--- config.mk ---
export PLATFORM = sky130hd
export DESIGN_NAME = port_rd_backend
export DESIGN_NICKNAME = d
export VERILOG_FILES = /design/src/rtl/port_rd_backend.sv
export SDC_FILE = /design/constraint.sdc
export NUM_CORES = 1
export LEC_CHECK = 0
export CORE_MARGIN = 2
export CORE_UTILIZATION = 54
export CTS_BUF_LIST = sky130_fd_sc_hd__clkbuf_4
export CTS_CLUSTER_SIZE = 25
export DETAILED_ROUTE_END_ITERATION = 6
export PLACE_DENSITY = 0.77
export SETUP_SLACK_MARGIN = 0.2
export SYNTH_ARGS = -nofsm -noshare
export SYNTH_HDL_FRONTEND = slang
export SYNTH_SLANG_ARGS = --single-unit
--- constraint.sdc ---
create_clock -name clk -period 2.8 [get_ports clk]
set_input_delay 0.28 -clock clk [delete_from_list [all_inputs] [get_ports clk]]
set_output_delay 0.28 -clock clk [all_outputs]
set_load 0.1 [all_outputs]
--- src/rtl/port_rd_backend.sv ---
// Per-port egress read backend: queues packet descriptors, fetches the words
// through a request/grant SRAM read port and replays them with sop/vld/eop framing.
module port_rd_backend #(
  parameter  int DEPTH = 8,
  localparam int AW    = $clog2(DEPTH),
  localparam int CW    = $clog2(DEPTH + 1)
) (
  input  logic          clk,
  input  logic          rst,
  input  logic          desc_vld,
  input  logic [4:0]    desc_sram,
  input  logic [10:0]   desc_head,
  input  logic [8:0]    desc_length,
  output logic          desc_rdy,
  output logic [CW-1:0] desc_cnt,
  output logic          sram_rd_req,
  output logic [4:0]    sram_rd_idx,
  output logic [10:0]   sram_rd_addr,
  input  logic          sram_rd_gnt,
  input  logic [15:0]   sram_rd_data,
  input  logic          ready,
  output logic          rd_sop,
  output logic          rd_vld,
  output logic [15:0]   rd_data,
  output logic          rd_eop
);

  localparam logic [2:0] S_IDLE  = 3'd0;
  localparam logic [2:0] S_SOP   = 3'd1;
  localparam logic [2:0] S_READ  = 3'd2;
  localparam logic [2:0] S_DRAIN = 3'd3;
  localparam logic [2:0] S_EOP   = 3'd4;

  typedef struct packed {
    logic [4:0]  sram;
    logic [10:0] head;
    logic [8:0]  length;
  } desc_t;

  desc_t         fifo_mem [DEPTH];
  desc_t         head_desc;
  logic [AW-1:0] wr_ptr, rd_ptr;
  logic [2:0]    state;
  logic [8:0]    length, req_cnt, ret_cnt;
  logic          gnt_q;
  logic          push, pop, gnt_hit, req_last;

  assign desc_rdy  = desc_cnt < CW'(DEPTH);
  assign push      = desc_vld && desc_rdy;
  assign head_desc = fifo_mem[rd_ptr];
  // Packet starts are only decided in IDLE or in the EOP cycle of the previous packet.
  assign pop       = (desc_cnt != '0) && ready && (state == S_IDLE || state == S_EOP);
  assign gnt_hit   = sram_rd_req && sram_rd_gnt;
  assign req_last  = ({1'b0, req_cnt} + 10'd1) == {1'b0, length};

  always_ff @(posedge clk) begin
    if (push) fifo_mem[wr_ptr] <= '{sram: desc_sram, head: desc_head, length: desc_length};
  end

  always_ff @(posedge clk) begin
    if (rst) begin
      wr_ptr       <= '0;
      rd_ptr       <= '0;
      desc_cnt     <= '0;
      state        <= S_IDLE;
      length       <= '0;
      req_cnt      <= '0;
      ret_cnt      <= '0;
      gnt_q        <= 1'b0;
      sram_rd_req  <= 1'b0;
      sram_rd_idx  <= '0;
      sram_rd_addr <= '0;
      rd_sop       <= 1'b0;
      rd_vld       <= 1'b0;
      rd_data      <= '0;
      rd_eop       <= 1'b0;
    end else begin
      if (push) wr_ptr <= wr_ptr + AW'(1);
      if (pop)  rd_ptr <= rd_ptr + AW'(1);
      desc_cnt <= desc_cnt + CW'(push) - CW'(pop);

      // Read data arrives one cycle after its grant; register it straight out.
      gnt_q   <= gnt_hit;
      rd_vld  <= gnt_q;
      rd_data <= gnt_q ? sram_rd_data : '0;
      if (gnt_q) ret_cnt <= ret_cnt + 9'd1;

      if (gnt_hit) begin
        req_cnt      <= req_cnt + 9'd1;
        sram_rd_addr <= sram_rd_addr + 11'd1;
        if (req_last) sram_rd_req <= 1'b0;
      end

      rd_sop <= 1'b0;
      rd_eop <= 1'b0;
      case (state)
        S_IDLE, S_EOP: begin
          state <= S_IDLE;
          // Zero-length descriptors are popped and dropped without framing.
          if (pop && head_desc.length != '0) begin
            state        <= S_SOP;
            rd_sop       <= 1'b1;
            sram_rd_req  <= 1'b1;
            sram_rd_idx  <= head_desc.sram;
            sram_rd_addr <= head_desc.head;
            length       <= head_desc.length;
            req_cnt      <= '0;
            ret_cnt      <= '0;
          end
        end
        S_SOP:   state <= S_READ;
        S_READ:  if (req_cnt == length) state <= S_DRAIN;
        S_DRAIN: begin
          if (ret_cnt == length) begin
            state  <= S_EOP;
            rd_eop <= 1'b1;
          end
        end
        default: state <= S_IDLE;
      endcase
    end
  end

endmodule

After elaboration in Yosys (flattened, before gate mapping). Memories as Yosys holds them, arrays and structs flattened. A register that Yosys moved wholly into a read port is not among the register bits. Index checks and enable logic that the tools add are counted.

Register bits after elaboration: 77. Word-level logic and storage cells: 75. Memories: 1. Output and inout port bits: 41. RAM bits: 200.

Memory list: fifo_mem (depth 8, width 25, rd ports 1, clocked after memory_dff 1, write ports 1, line 40) `desc_t fifo_mem [DEPTH];`.

Bitwise operators: 3. Order comparisons: 1. Muxes and demuxes: 23. Equality and inequality tests: 9. Reduce and logical (&&, ||, !) cells: 15. Add/sub/neg operators: 8.

Operators by type and width (count): 9-bit two-way mux (6); 11-bit two-way mux (3); 9-bit by 1-bit adder with 9-bit output (second input constant) (2); 9-bit == test (2); 3-bit two-way mux (4); 3-bit one-hot mux with 4 select lines (1); 11-bit by 1-bit adder with 11-bit output (second input constant) (1); 9-bit by 1-bit adder with 10-bit output (second input constant) (1); 10-bit by 9-bit == test with 1-bit output (1); 1-bit two-way mux (9); 9-bit nonzero test (1); 2-bit OR reduction (4); 3-bit by 1-bit adder with 3-bit output (second input constant) (2); 3-bit by 2-bit == test with 1-bit output (second input constant) (2); 1-bit logical AND (5); 4-bit by 1-bit adder with 4-bit output (1); 4-bit < comparator (second input constant) (1); 2-bit inequality test (second input constant) (2); 2-bit AND reduction (2); 4-bit nonzero test (1); 4-bit by 1-bit subtractor with 4-bit output (1); 3-bit by 1-bit == test with 1-bit output (second input constant) (1); 3-bit == test (second input constant) (1); 3-bit zero test (1); 2 further kinds (4).

Logic depth before layout (Yosys ltp).
Word-level depth: 6. Gate-level depth with buffers: 12. Gate-level depth less buffers: 12.

Least setup slack after synthesis. OpenSTA, ideal clock, no wires.

Path type: reg2reg. Start point: register desc_cnt[3]. End point: register desc_cnt[1]. Library setup time: 0.129 ns. Data arrival time: 3.505 ns. Required time: 2.671 ns. Slack: -0.834 ns. Cell stages (with the launch flop): 11. Buffers on the path: 0. Cell sequence: dfxtp_1 inv_1 ha_1 nand2_1 nand3_1 clkinv_1 ha_1 inv_1 ha_1 fa_1 nor2b_1.

Word-level cells in the longest chain between the ends: 4.

RTL lines: from (decl) (line 15) `output logic [CW-1:0] desc_cnt,`; from (signal assigned) (line 80) `desc_cnt <= desc_cnt + CW'(push) - CW'(pop);`; 4-bit < comparator (line 48) `assign desc_rdy = desc_cnt < CW'(DEPTH);`; via desc_rdy (line 14) `output logic desc_rdy,`; 1-bit logical AND (line 49) `assign push = desc_vld && desc_rdy;`; 4-bit by 1-bit adder with 4-bit output (line 80); 4-bit by 1-bit subtractor with 4-bit output (line 80).

The timed path passes the listed nets, and every way through them passes these cells. A chain may end at the register's enable or synchronous reset.

==> summary.md <==
| Metric | Value |
|---|---|
| Hold Path Class | `input port to flip-flop` |
| Die Ht | `147.6 µm` |
| Worst R2R Path Depth | `9` |
| I/O pins | `87` |
| Final Cycle Share | `89.48%` |
| Clk sinks | `280` |
| Vias post-DR | `6460` |
| Synth Instances | `695` |
| Vias in the first global route | `6730` |
| Drt wl/cell | `19.11 µm` |
| Internal | `0.008409 W` |
| Top cells by area, synth | `edfxtp_1 54%, dfxtp_1 14%, mux4_2 9.3%, xnor2_1 2.4%, nor2_1 2.2%` |
| Reg-to-reg endpoint | `sram_rd_addr[6]$_SDFF_PP0_` |
| Initial antenna violation count | `1` |
| Final Max Tran Viols | `0` |
| Final setup vio count | `0` |
| Area Growth Syn to Fin | `21.66%` |
| Starting DRT DRC Count | `483` |
| Register Area | `7617 µm²` |
| Area of the multi-input gates | `3406 µm²` |
| First-pass GRT wire length | `35450 µm` |
| Root Buffer | `clkbuf_4` |
| Final RePlAce weighted congestion | `0.8239` |
| HPWL Detailed | `14030 µm` |
| CP Max Fanout | `13` |
| Hold Fails Final Rpt | `0` |
| Row cnt | `52` |
| Setup tns final | `0 ps` |
| Pre-antenna DRT Iters | `6` |
| Yosys top cell area share | `53.96%` |
| Max transition margin | `49.96%` |
| WL final | `22480 µm` |
| Worst-Margin Slew | `749.0 ps` |
| Reg power frac | `40.6%` |
| Starting Density | `55.01%` |
| Reg-to-reg slack, setup | `290 ps` |
| Remaining Overflow, GRT | `0` |
| Hold worst-path end | `wr_ptr[2]$_SDFFE_PP0P_` |
| Synth unique cells | `52` |
| Yosys top cell by area | `edfxtp_1` |
| CP arrival | `3080 ps` |
| Max Cap Viol | `0` |
| Fillcell total | `1371` |
| Yosys warnings | `0` |
| Type of the worst setup path | `flip-flop to flip-flop` |
| Seq/Total Area, Yosys | `68.35%` |
| Largest net degree at the start of global routing | `26` |
| Insertion delay to the later sink of the worst-skew pair | `650 ps` |
| Share of cells above drive strength 1 | `32.15%` |
| Ys flop type | `edfxtp_1` |
| Vias/cell | `5.493` |
| Post-synth top cells | `200 x edfxtp_1, 80 x dfxtp_1, 64 x nor2_1` |
| Syn Nets | `752` |
| Post-route minimum period | `2506 ps` |
| Status | `finished clean` |
| Synth Register Bits | `280` |
| Setup crit end kind | `flip-flop` |
| EDFF count, synth | `200` |
| Critical path required time | `3380 ps` |
| Clock tree buffer depth | `3` |
| Hold buffers post-CTS | `0` |
| VDD IR max | `0.0006280 V` |
| Setup Skew | `31.31 ps` |
| CTS tree | `yes` |
| Mapped Area | `11130 µm²` |
| P_sw | `0.004179 W` |
| Synth async-reset ratio | `0%` |
| Drt drc | `0` |
| Worst hold path depth | `2` |
| Hold wc startpoint | `rst` |
| Startpoint types | `flip-flop` |
| RSZ-0062 raised after global routing | `false` |
| Comb pwr share | `31.0%` |
| Die area | `21780 µm²` |
| Cts bufs inserted | `70` |
| Clk pwr share | `28.4%` |
| Post-DRT Antenna Nets | `0` |
| Fmax | `0.3991 GHz` |
| Switching share of power | `33.20%` |
| P_leak | `4.661 nW` |
| I/O Buffers | `86` |
| Power Dens Cells | `929.6 nW/µm²` |
| Total global-route track usage | `21.29%` |
| Core ar. | `20230 µm²` |
| H-tree Lvls | `3` |
| Util after Layout | `66.92%` |
| Die width | `147.6 µm` |
| Count leader, synth | `edfxtp_1` |
| Syn Area/Cell | `16.02 µm²` |
| Clock-pin slew on the worst setup and hold paths | `60 ps` |
| Final nets | `907` |
-- area by class of cell --
type / count / share of cell area [%]
flip-flops and latches: 280 / 56.25
multi-input cells: 370 / 25.15
repair buffers: 119 / 8.621
clock buffers: 109 / 6.043
well taps: 270 / 2.495
clock inverters: 18 / 1.109
inverters: 9 / 0.3141
diodes: 1 / 0.01848
-- placed cells by master (no fill, tap or decap), types with 8 or more instances in the layout --
| cell type | synthesis | routed |
|---|---|---|
| a211oi_1 | 9 | 9 |
| a211oi_2 | 12 | 12 |
| a21oi_1 | 13 | 12 |
| and2_1 | 17 | 17 |
| buf_12 | 1 | 11 |
| buf_4 | 4 | 61 |
| clkbuf_4 | 0 | 109 |
| clkdlybuf4s50_1 | 0 | 44 |
| clkinv_1 | 1 | 11 |
| dfxtp_1 | 80 | 76 |
| edfxtp_1 | 200 | 200 |
| mux2i_1 | 15 | 9 |
| mux4_2 | 46 | 49 |
| nand2_1 | 29 | 28 |
| nand3_1 | 18 | 17 |
| nand4_1 | 8 | 8 |
| nor2_1 | 64 | 58 |
| nor2b_1 | 17 | 17 |
| xnor2_1 | 30 | 30 |
| xor2_1 | 21 | 21 |
-- power groups by stage --
stage	clock (W)	sequential [W]	combinational, W
2_1_floorplan	0	0.00599	0.00201
3_3_place_gp	0	0.00517	0.00363
3_5_place_dp	0	0.00520	0.00372
4_1_cts	0.00369	0.00511	0.00384
5_1_grt	0.00392	0.00515	0.00413
6_report	0.00358	0.00511	0.00390
-- worst max-delay path, stage by stage (launching register included) --
cell and delay [ps]:
dfxtp_2 350, buf_12 140, mux4_1 570, mux2i_2 220, nand4_1 230, o31ai_4 260, buf_12 150, bufbuf_16 280
a211oi_2 50, a211oi_2 190
-- per-stage QoR --
step	setup slack, ps	power, W	area [µm²]	hold WS [ps]	cells
4_1_cts	210.5	0.01264	13490	7.242	1171
6_report	294.5	0.01259	13540	60.53	1176
3_3_place_gp	339.7	0.008805	12460	475.5	1041
2_1_floorplan	38.04	0.008004	11220	378.9	695
3_5_place_dp	141.0	0.008919	12460	484.1	1041
5_1_grt	194.9	0.01320	13540	35.69	1176
-- what timing repair did --
action / in CTS / in global routing
setup endpoints to repair: 4 / 14
setup buffers: 2 / 4
resized for setup: 1 / 10
pin swaps: 1 / 3
gates cloned: 1 / 0
-- state kept, by name (all words and copies together) (netlist names), 4 cells and up, named ones only --
register      count
req_cnt           9
length            9
sram_rd_addr     11
rd_data          16
fifo_mem        200
ret_cnt           9
sram_rd_idx       5
desc_cnt          4
-- logic make-up (layout without fill, tap and decap cells) --
group	Yosys count	count (layout)	share of synthesized area (%)
xor+xnor	51	51	4.013
mux	71	71	12.21
flops	280	280	68.35
other cells	0	1	0
fa+ha+maj	11	11	1.304
buf+inv	45	255	2.136
simple gates	181	181	7.936
compound gates	56	56	4.058
-- routing by layer --
metal	vias up	track usage, %	share of wire (%)	routed length, µm
li1	2990	-	-	-
met4	0	9.712	2.2	501
met1	3174	27.90	43	9562
met5	-	0	0	0
met3	34	4.753	6.6	1482
met2	262	34.40	49	10930
-- worst max-delay path by stage --
| stage | slack [ps] | cells after the start | end |
|---|---|---|---|
| after floorplan | 40 | 10 | desc_cnt[1]$_SDFF_PP0_ |
| after global placement | 340 | 8 | sram_rd_addr[1]$_SDFF_PP0_ |
| after detailed placement | 140 | 8 | sram_rd_addr[10]$_SDFF_PP0_ |
| after CTS | 210 | 9 | sram_rd_addr[6]$_SDFF_PP0_ |
| after global routing | 190 | 9 | sram_rd_addr[9]$_SDFF_PP0_ |
| final | 290 | 9 | sram_rd_addr[6]$_SDFF_PP0_ |
(Power assumes the default switching activity.)
